**src/rtl/usb_pkg.sv**
```systemverilog
// Shared constants for the USB receive path: PID codes, CRC parameters,
// PID type classes, FSM state encoding and the per-class CRC acceptance rule.
package usb_pkg;

  // PID[3:0] codes
  localparam logic [3:0] PID_OUT   = 4'h1;
  localparam logic [3:0] PID_IN    = 4'h9;
  localparam logic [3:0] PID_SOF   = 4'h5;
  localparam logic [3:0] PID_SETUP = 4'hD;
  localparam logic [3:0] PID_DATA0 = 4'h3;
  localparam logic [3:0] PID_DATA1 = 4'hB;
  localparam logic [3:0] PID_DATA2 = 4'h7;
  localparam logic [3:0] PID_MDATA = 4'hF;
  localparam logic [3:0] PID_ACK   = 4'h2;
  localparam logic [3:0] PID_NAK   = 4'hA;
  localparam logic [3:0] PID_STALL = 4'hE;
  localparam logic [3:0] PID_NYET  = 4'h6;
  localparam logic [3:0] PID_PRE   = 4'hC;
  localparam logic [3:0] PID_ERR   = 4'hC;
  localparam logic [3:0] PID_SPLIT = 4'h8;
  localparam logic [3:0] PID_PING  = 4'h4;

  // CRC5: x^5+x^2+1, CRC16: x^16+x^15+x^2+1 (register MSB = highest power)
  localparam logic [4:0]  CRC5_POLY      = 5'h05;
  localparam logic [4:0]  CRC5_INIT      = 5'h1F;
  localparam logic [4:0]  CRC5_RESIDUAL  = 5'h0C;
  localparam logic [15:0] CRC16_POLY     = 16'h8005;
  localparam logic [15:0] CRC16_INIT     = 16'hFFFF;
  localparam logic [15:0] CRC16_RESIDUAL = 16'h800D;

  // pid[1:0] type classes
  localparam logic [1:0] PID_CLASS_SPECIAL   = 2'b00;
  localparam logic [1:0] PID_CLASS_TOKEN     = 2'b01;
  localparam logic [1:0] PID_CLASS_HANDSHAKE = 2'b10;
  localparam logic [1:0] PID_CLASS_DATA      = 2'b11;

  localparam int MAX_BYTES_DEFAULT      = 1027;
  localparam int SYNC_MIN_ZEROS_DEFAULT = 3;

  typedef enum logic [2:0] {
    ST_IDLE,
    ST_SYNC,
    ST_PID,
    ST_DATA,
    ST_EOP_WAIT
  } rx_state_t;

  // Packet-class CRC/length acceptance, evaluated on the state at EOP.
  function automatic logic crc_class_ok(input logic [1:0]  pid_class,
                                        input logic [4:0]  crc5,
                                        input logic [15:0] crc16,
                                        input logic [10:0] count);
    logic ok;
    case (pid_class)
      PID_CLASS_TOKEN:     ok = (crc5 == CRC5_RESIDUAL) && (count == 11'd2);
      PID_CLASS_DATA:      ok = (crc16 == CRC16_RESIDUAL) && (count >= 11'd2);
      PID_CLASS_HANDSHAKE: ok = (count == 11'd0);
      default:             ok = 1'b1;
    endcase
    return ok;
  endfunction

endpackage

```
**src/rtl/usb_crc_serial.sv**
```systemverilog
// Serial LSB-first CRC engine. clr loads INIT, en shifts one bit in.
module usb_crc_serial #(
  parameter int               WIDTH = 5,
  parameter logic [WIDTH-1:0] POLY  = '1,
  parameter logic [WIDTH-1:0] INIT  = '1
) (
  input  logic             clk,
  input  logic             rst,
  input  logic             clr,
  input  logic             en,
  input  logic             din,
  output logic [WIDTH-1:0] crc
);

  logic [WIDTH-1:0] crc_q;
  logic [WIDTH-1:0] crc_d;
  logic             feedback;

  // Next CRC value: clear has priority over a shift
  always_comb begin
    crc_d    = crc_q;
    feedback = din ^ crc_q[WIDTH-1];
    if (clr) begin
      crc_d = INIT;
    end else if (en) begin
      crc_d = {crc_q[WIDTH-2:0], 1'b0} ^ (feedback ? POLY : '0);
    end
  end

  // CRC register
  always_ff @(posedge clk) begin
    if (rst) crc_q <= INIT;
    else     crc_q <= crc_d;
  end

  assign crc = crc_q;

endmodule

```
**src/rtl/usb_rx_packetizer.sv**
```systemverilog
// USB receive packetizer: SYNC detect, NRZI decode, bit unstuffing, byte
// assembly, PID check and CRC5/CRC16 validation, one bit per bit_valid strobe.
module usb_rx_packetizer
  import usb_pkg::*;
#(
  parameter int MAX_BYTES      = MAX_BYTES_DEFAULT,
  parameter int SYNC_MIN_ZEROS = SYNC_MIN_ZEROS_DEFAULT
) (
  input  logic        clk,
  input  logic        rst,
  input  logic        bit_valid,
  input  logic        line_k,
  input  logic        se0,
  output logic        pkt_start,
  output logic [3:0]  pid,
  output logic [7:0]  byte_data,
  output logic        byte_valid,
  output logic        pkt_end,
  output logic [10:0] byte_count,
  output logic        crc_ok,
  output logic        err_stuff,
  output logic        err_pid,
  output logic        err_align,
  output logic        err_len
);

  rx_state_t   state_q, state_d;
  logic        prev_k_q, prev_k_d;
  logic [3:0]  zcnt_q, zcnt_d;
  logic [2:0]  ones_q, ones_d;
  logic [2:0]  bitcnt_q, bitcnt_d;
  logic [6:0]  sr_q, sr_d;
  logic        pkt_start_q, pkt_start_d;
  logic [3:0]  pid_q, pid_d;
  logic [7:0]  byte_data_q, byte_data_d;
  logic        byte_valid_q, byte_valid_d;
  logic        pkt_end_q, pkt_end_d;
  logic [10:0] byte_count_q, byte_count_d;
  logic        crc_ok_q, crc_ok_d;
  logic        err_stuff_q, err_stuff_d;
  logic        err_pid_q, err_pid_d;
  logic        err_align_q, err_align_d;
  logic        err_len_q, err_len_d;

  logic        nrzi_bit;
  logic [7:0]  rx_byte;
  logic        crc_clr;
  logic        crc_en;
  logic [4:0]  crc5;
  logic [15:0] crc16;

  assign nrzi_bit = (line_k == prev_k_q);
  assign rx_byte  = {nrzi_bit, sr_q};

  usb_crc_serial #(.WIDTH(5), .POLY(CRC5_POLY), .INIT(CRC5_INIT)) u_crc5 (
    .clk (clk),
    .rst (rst),
    .clr (crc_clr),
    .en  (crc_en),
    .din (nrzi_bit),
    .crc (crc5)
  );

  usb_crc_serial #(.WIDTH(16), .POLY(CRC16_POLY), .INIT(CRC16_INIT)) u_crc16 (
    .clk (clk),
    .rst (rst),
    .clr (crc_clr),
    .en  (crc_en),
    .din (nrzi_bit),
    .crc (crc16)
  );

  // Receive FSM: next state, datapath updates and output pulses
  always_comb begin
    state_d      = state_q;
    prev_k_d     = prev_k_q;
    zcnt_d       = zcnt_q;
    ones_d       = ones_q;
    bitcnt_d     = bitcnt_q;
    sr_d         = sr_q;
    pkt_start_d  = 1'b0;
    byte_valid_d = 1'b0;
    pkt_end_d    = 1'b0;
    pid_d        = pid_q;
    byte_data_d  = byte_data_q;
    byte_count_d = byte_count_q;
    crc_ok_d     = crc_ok_q;
    err_stuff_d  = err_stuff_q;
    err_pid_d    = err_pid_q;
    err_align_d  = err_align_q;
    err_len_d    = err_len_q;
    crc_clr      = 1'b0;
    crc_en       = 1'b0;

    if (bit_valid) begin
      if (!se0) prev_k_d = line_k;
      case (state_q)
        ST_IDLE: begin
          if (!se0 && line_k) begin
            state_d = ST_SYNC;
            zcnt_d  = 4'd1;
          end
        end
        ST_SYNC: begin
          if (se0) begin
            state_d = ST_IDLE;
          end else if (!nrzi_bit) begin
            if (zcnt_q != 4'hF) zcnt_d = zcnt_q + 4'd1;
          end else if (int'(zcnt_q) >= SYNC_MIN_ZEROS) begin
            state_d  = ST_PID;
            ones_d   = 3'd0;
            bitcnt_d = 3'd0;
          end else begin
            state_d = ST_IDLE;
          end
        end
        ST_PID, ST_DATA: begin
          if (se0) begin
            // EOP: a PID cut short or a partial data byte is misaligned
            pkt_end_d = 1'b1;
            state_d   = ST_EOP_WAIT;
            if (state_q == ST_PID || bitcnt_q != 3'd0) err_align_d = 1'b1;
          end else if (ones_q == 3'd6) begin
            // Bit after six ones must be a stuffed zero, which is dropped
            if (nrzi_bit) begin
              err_stuff_d = 1'b1;
              pkt_end_d   = 1'b1;
              state_d     = ST_EOP_WAIT;
            end else begin
              ones_d = 3'd0;
            end
          end else begin
            ones_d   = nrzi_bit ? ones_q + 3'd1 : 3'd0;
            bitcnt_d = bitcnt_q + 3'd1;
            sr_d     = {nrzi_bit, sr_q[6:1]};
            if (state_q == ST_DATA) crc_en = 1'b1;
            if (bitcnt_q == 3'd7) begin
              if (state_q == ST_PID) begin
                if (rx_byte[7:4] == ~rx_byte[3:0]) begin
                  pkt_start_d  = 1'b1;
                  pid_d        = rx_byte[3:0];
                  byte_count_d = 11'd0;
                  crc_ok_d     = 1'b0;
                  err_stuff_d  = 1'b0;
                  err_pid_d    = 1'b0;
                  err_align_d  = 1'b0;
                  err_len_d    = 1'b0;
                  crc_clr      = 1'b1;
                  state_d      = ST_DATA;
                end else begin
                  err_pid_d = 1'b1;
                  pkt_end_d = 1'b1;
                  state_d   = ST_EOP_WAIT;
                end
              end else if (int'(byte_count_q) >= MAX_BYTES) begin
                err_len_d = 1'b1;
                pkt_end_d = 1'b1;
                state_d   = ST_EOP_WAIT;
              end else begin
                byte_valid_d = 1'b1;
                byte_data_d  = rx_byte;
                byte_count_d = byte_count_q + 11'd1;
              end
            end
          end
        end
        ST_EOP_WAIT: begin
          if (!se0) begin
            state_d  = ST_IDLE;
            prev_k_d = 1'b0;
          end
        end
        default: state_d = ST_IDLE;
      endcase
    end

    // Packet verdict is frozen together with the end pulse
    if (pkt_end_d) begin
      crc_ok_d = !(err_stuff_d || err_pid_d || err_align_d || err_len_d) &&
                 crc_class_ok(pid_q[1:0], crc5, crc16, byte_count_q);
    end
  end

  // State and output registers
  always_ff @(posedge clk) begin
    if (rst) begin
      state_q      <= ST_IDLE;
      prev_k_q     <= 1'b0;
      zcnt_q       <= 4'd0;
      ones_q       <= 3'd0;
      bitcnt_q     <= 3'd0;
      sr_q         <= 7'd0;
      pkt_start_q  <= 1'b0;
      pid_q        <= 4'd0;
      byte_data_q  <= 8'd0;
      byte_valid_q <= 1'b0;
      pkt_end_q    <= 1'b0;
      byte_count_q <= 11'd0;
      crc_ok_q     <= 1'b0;
      err_stuff_q  <= 1'b0;
      err_pid_q    <= 1'b0;
      err_align_q  <= 1'b0;
      err_len_q    <= 1'b0;
    end else begin
      state_q      <= state_d;
      prev_k_q     <= prev_k_d;
      zcnt_q       <= zcnt_d;
      ones_q       <= ones_d;
      bitcnt_q     <= bitcnt_d;
      sr_q         <= sr_d;
      pkt_start_q  <= pkt_start_d;
      pid_q        <= pid_d;
      byte_data_q  <= byte_data_d;
      byte_valid_q <= byte_valid_d;
      pkt_end_q    <= pkt_end_d;
      byte_count_q <= byte_count_d;
      crc_ok_q     <= crc_ok_d;
      err_stuff_q  <= err_stuff_d;
      err_pid_q    <= err_pid_d;
      err_align_q  <= err_align_d;
      err_len_q    <= err_len_d;
    end
  end

  assign pkt_start  = pkt_start_q;
  assign pid        = pid_q;
  assign byte_data  = byte_data_q;
  assign byte_valid = byte_valid_q;
  assign pkt_end    = pkt_end_q;
  assign byte_count = byte_count_q;
  assign crc_ok     = crc_ok_q;
  assign err_stuff  = err_stuff_q;
  assign err_pid    = err_pid_q;
  assign err_align  = err_align_q;
  assign err_len    = err_len_q;

endmodule

```
**config.mk**
```make
export PLATFORM = sky130hd
export DESIGN_NAME = usb_rx_packetizer
export DESIGN_NICKNAME = d
export VERILOG_FILES = /design/src/rtl/usb_pkg.sv /design/src/rtl/usb_crc_serial.sv /design/src/rtl/usb_rx_packetizer.sv
export SDC_FILE = /design/constraint.sdc
export NUM_CORES = 1
export LEC_CHECK = 0
export BUFFER_PORTS_ARGS = -buffer_cell sky130_fd_sc_hd__buf_4
export CORE_AREA = 2 2 86 88
export DETAILED_ROUTE_END_ITERATION = 8
export DIE_AREA = 0 0 88 90
export PLACE_DENSITY_LB_ADDON = 0.05
export SLEW_MARGIN = 20
export SYNTH_ARGS = -nofsm -noshare
export SYNTH_HDL_FRONTEND = slang
export SYNTH_SLANG_ARGS = --single-unit
```
**constraint.sdc**
```tcl
create_clock -name clk -period 4.9 [get_ports clk]
set_clock_uncertainty 0.15 [all_clocks]
set_input_delay 1.225 -clock clk [delete_from_list [all_inputs] [get_ports clk]]
set_output_delay 1.225 -clock clk [all_outputs]
set_load 0.05 [all_outputs]
```
== Word level (Yosys, flattened, before mapping) ==
Cells that the tools add are included.
Widths: inputs -> output; s select.
Storage, ports and cells
  register bits: 73
  output and inout port bits: 31
  word-level logic and storage cells: 202
Operators by class
  magnitude comparators: 3
  bitwise logic cells: 12
  reduce and logical (&&, ||, !) cells: 32
  $add $sub $neg: 4
  muxes and demuxes: 99
  equality and inequality tests: 33
Operator list (count)
  $mux 1: 64
  $mux 3: 21
  $reduce_and 7->1: 7
  $mux 11: 3
  $ne 2x2->1 const B: 11
  $eq 16x16->1 const B: 1
  $mux 16: 1
  $mux 4: 4
  $xor 16x16->16: 1
  $reduce_bool 2->1: 7
  $ne 4x4->1 const B: 3
  $pmux 3 s2: 2
  $pmux 3 s4: 1
  $add 11x1->11 const B: 1
  $eq 11x2->1 const B: 1
  $ge 11x11->1 const B: 1
  $ge 11x2->1 const B: 1
  $logic_not 11->1: 1
  $eq 3x3->1 const B: 3
  $pmux 4 s2: 1
  $not 1->1: 7
  $reduce_or 7->1: 1
  $add 3x1->3 const B: 2
  $eq 3x2->1 const B: 2
  other kinds (24): 36

== Longest topological paths before layout ==
  depth after elaboration: 15
  depth in mapped cells: 9
  gate-level depth less buffers: 8

== Cells and area by module ==
Synthesis repeated with hierarchy kept, for this count alone.
Unflattened totals
  cells, all modules: 385
  area, all modules: 3417.0 µm²
By module, submodules not included
  usb_rx_packetizer: cells an instance 307, area each 2597.5 µm², instances 1
  usb_crc_serial at u_crc16: cells an instance 58, area each 601.8 µm², instances 1
  usb_crc_serial at u_crc5: cells an instance 20, area each 217.7 µm², instances 1

== Worst setup path after synthesis ==
Ideal clock, no wire load.
  path type: input port to flip-flop
  start point: input port line_k
  end point: register crc_ok_q, in the netlist crc_ok
  buffers on the path: 1
  setup time: 0.115 ns
  stages on the path: 7
  data required time: 4.635 ns
  arrival: 2.737 ns
  setup slack: 1.898 ns
  cell sequence: buf_6 > xnor2_1 > a2111oi_0 > a2111oi_2 > nand3_1 > and3_1 > a31o_1
On the way
  cells in the longest elaborated chain, start to end: 15
  elaborated cells on any way between the ends: 52
Ends and longest elaborated chain
  start: declaration: RTL line usb_rx_packetizer.sv:12  | input logic line_k,
  $eq 1x1->1 *: RTL line usb_rx_packetizer.sv:52  | assign nrzi_bit = (line_k == prev_k_q);
  $eq 4x4->1: RTL line usb_rx_packetizer.sv:139  | if (rx_byte[7:4] == ~rx_byte[3:0]) begin
  $mux 1: RTL line usb_rx_packetizer.sv:139
  $mux 1: RTL line usb_rx_packetizer.sv:138  | if (state_q == ST_PID) begin
  $mux 1: RTL line usb_rx_packetizer.sv:137  | if (bitcnt_q == 3'd7) begin
  $mux 1: RTL line usb_rx_packetizer.sv:123  | end else if (ones_q == 3'd6) begin
  $mux 1: RTL line usb_rx_packetizer.sv:118  | if (se0) begin
  $mux 1: RTL line usb_rx_packetizer.sv:97  | case (state_q)
  $mux 1: RTL line usb_rx_packetizer.sv:95  | if (bit_valid) begin
  $logic_or 1x1->1 (3 in a row): RTL line usb_rx_packetizer.sv:179  | crc_ok_d = !(err_stuff_d || err_pid_d || err_align_d || err_len_d) &&
  $logic_not 1->1: RTL line usb_rx_packetizer.sv:179
  $logic_and 1x1->1: RTL line usb_rx_packetizer.sv:179
  $mux 1: RTL line usb_rx_packetizer.sv:178  | if (pkt_end_d) begin
  end signal: assignment: RTL line usb_rx_packetizer.sv:217  | crc_ok_q <= crc_ok_d;
  end: declaration: RTL line usb_rx_packetizer.sv:39  | logic crc_ok_q, crc_ok_d;
Mark *: on every way between the ends. The rest lies on a longest branch, timed or not.
A chain may end at the register's enable or synchronous reset.

== Worst setup path in the final report ==
Ends and elaborated chain as after synthesis.

==> metrics.yaml <==
die:
  row_count: 31
  dieWidth_um: 88
  die_area_um2: 7920
  start_util_pct: 47.3
  coreArea_um2: 7020
  die_h_um: 90
  boundaryPins: 36
clock_network:
  htree_levels: 3
  clk_path_buf_depth: 2
  cts-buffers-inserted: 9
  path_clk_slew_ns: 0.08
  post_cts_buffers: 0
  insertion_delay_ns: 0.35
  cts.sink_count: 73
  postCtsResizedCells: 0
  ctsHoldBuffers: 0
  cts_root_buf: "clkbuf_8"
  cts_tree: "yes"
placement:
  hpwl_mm: 5.28
  dp_cells: 519
  place_congestion: 0.857
  pre_cts_ws_ns: 1.52
  port_buffers: 35
final_layout:
  fin_util_pct: 55.2
  nets: 445
  fill_cells: 650
  areaGrowthSynthToFinish_pct: 16.7
  num_antenna_cells: 0
  fin_cells: 535
  drive_gt1_share_pct: 14.7
  ff_latch_area_um2: 1460
  multi_input_area_um2: 1710
worst_setup_path:
  cp-end-kind: "flip-flop"
  critPathMaxFanout: 14
  start_kind: "input port"
  cp.required_ns: 5.00
  path_class: "in2reg"
  critPathArrivalTime_ns: 3.11
power_and_ir_drop:
  p_per_area_nw_per_um2: 322
  leakagePower_uw: 0.00160
  peakVddDrop_mv: 0.146
timing:
  min_period_over_period_pct: 61.3
  max_freq_ghz: 0.333
  slew_viol_final: 0
  setup_viol: 0
  setup_tns_ns: 0
  hold_viol: 0
  rsz0062_at_grt: "no"
  timing.final.ws_setup_ns: 1.89
  tightestPinTransition_ns: 0.774
  finalCriticalPeriod_ns: 3.01
  relSlewSlack_pct: 48.4
synth:
  synth_edf_count: 0
  synth_top_area_share_pct: 44.0
  synth_ff_type: "dfxtp_1"
  synth_most_common_cell: "dfxtp_1"
  syn_inst: 400
  synth_area_leaders: "dfxtp_1, nand2_1, nor2_1"
  ys_seq_elements: 73
  synth_largest_area_cell: "dfxtp_1"
  synth.distinct_cells: 49
  syn_avg_cell_area_um2: 8.30
  ys_async_sr_fraction_pct: 0
  ys_seq_area_share_pct: 44.0
  ys_warn_count: 0
  syn_nets: 414
  synthesis.area_um2: 3320
  synth_common_cells: "dfxtp_1, nand2_1, nor2_1"
route:
  vias_per_cell: 5.28
  vias: 2824
  drt_first_pass_iters: 4
  ant_nets: 0
  drt_iter0_drc: 119
  wl_mm: 7.57
  drc_errors: 0
  wl_per_cell_um: 14.2
global_route:
  grt-ovfl-total: 0
  grt_use_met3_pct: 3.76
  use_met2_pct: 32.1
  antenna_found_initial: 0
  grt_max_degree: 40
  track_usage_pct: 20.7
  top_usage_layer: "met2"
  use_met1_pct: 28.9
  grt_pass1_vias: 2715
  grt_pass1_wl_mm: 13.1
worst_hold_path:
  hold_path_class: "reg2reg"
outcome:
  status: "finished, final reports clean"
run:
  max_cap_viol_count: 0
## through the flow
step	total power, uW	hold slack (ns)	instance area [um^2]
after global routing	1290	0.351	3880
final	1250	0.329	3880
after CTS	1260	0.329	3880
after global placement	705	0.316	3640
after detailed placement	704	0.319	3640
after floorplan	686	0.302	3320
## layout by cell type (no fill, tap or decap), drive strengths merged, types with 2 or more instances in the layout
cell type  Yosys  layout
a2111oi        2       2
a211oi         7       7
a21oi         21      21
a22oi          4       4
a31o           2       2
a31oi          4       4
and2           2       2
and3           2       2
buf            9      38
bufinv         0       2
clkbuf         9      12
clkinv         0       2
dfxtp         73      73
ha             9       9
inv           14      14
mux2i         11      11
nand2         65      65
nand2b         7       7
nand3         30      30
nand3b         3       3
nand4          3       3
nor2          53      53
nor2b          4       4
nor3           9       9
nor4           9       9
o211ai         4       4
o21ai          7       7
or3            5       5
xnor2         19      19
## sequential cells by signal, indices dropped and copies added (netlist names), 4 cells and up
name         cells
byte_data        8
sr_q             7
byte_count      11
u_crc5.crc       5
pid              4
zcnt_q           4
u_crc16.crc     16
## cells by family after synthesis
| kind of cell | after synthesis | share of synthesized area, % |
|---|---|---|
| simple gates | 197 | 27.9 |
| fa+ha+maj | 9 | 3.39 |
| compound gates | 58 | 11.5 |
| mux | 11 | 3.31 |
| buf+inv | 32 | 4.41 |
| flops | 73 | 44.0 |
| xor+xnor | 20 | 5.50 |
## critical path, cell delays in order
cell and delay, ns:
buf_4 0.14, xor2_2 0.33, xnor2_1 0.24, nand4_2 0.43
nor2b_1 0.37, and3_1 0.21, a31o_1 0.17
## cell type report
cell class,count,share of cell area (%)
well taps,99,3.20
clock buffers,12,4.26
multi-input cells,295,44.2
repair buffers,38,7.36
flip-flops and latches,73,37.7
clock inverters,4,1.90
inverters,14,1.36
## layer usage
metal,vias up,share of wire (%)
met3,9,4.0
li1,1448,-
met4,0,1.5
met5,-,0
met1,1311,47
met2,56,47
## worst paths after layout
path | to | slack (ns) | start | depth (start not counted)
worst max-delay path | crc_ok | 1.89 | line_k | 7
worst min-delay path | ones_q[1] | 0.33 | ones_q[1] | 2
worst max register to register | crc_ok | 2.23 | ones_q[0] | 9
worst min register to register | ones_q[1] | 0.33 | ones_q[1] | 2
## power breakdown
group	total [uW]	internal [uW]	leakage (uW)	switching, uW
logic	80.7	27.5	0.000888	53.1
registers	611	599	0.000589	12.0
clock network	558	329	0.000123	230
No activity file was read; power rests on OpenSTA's default activity.
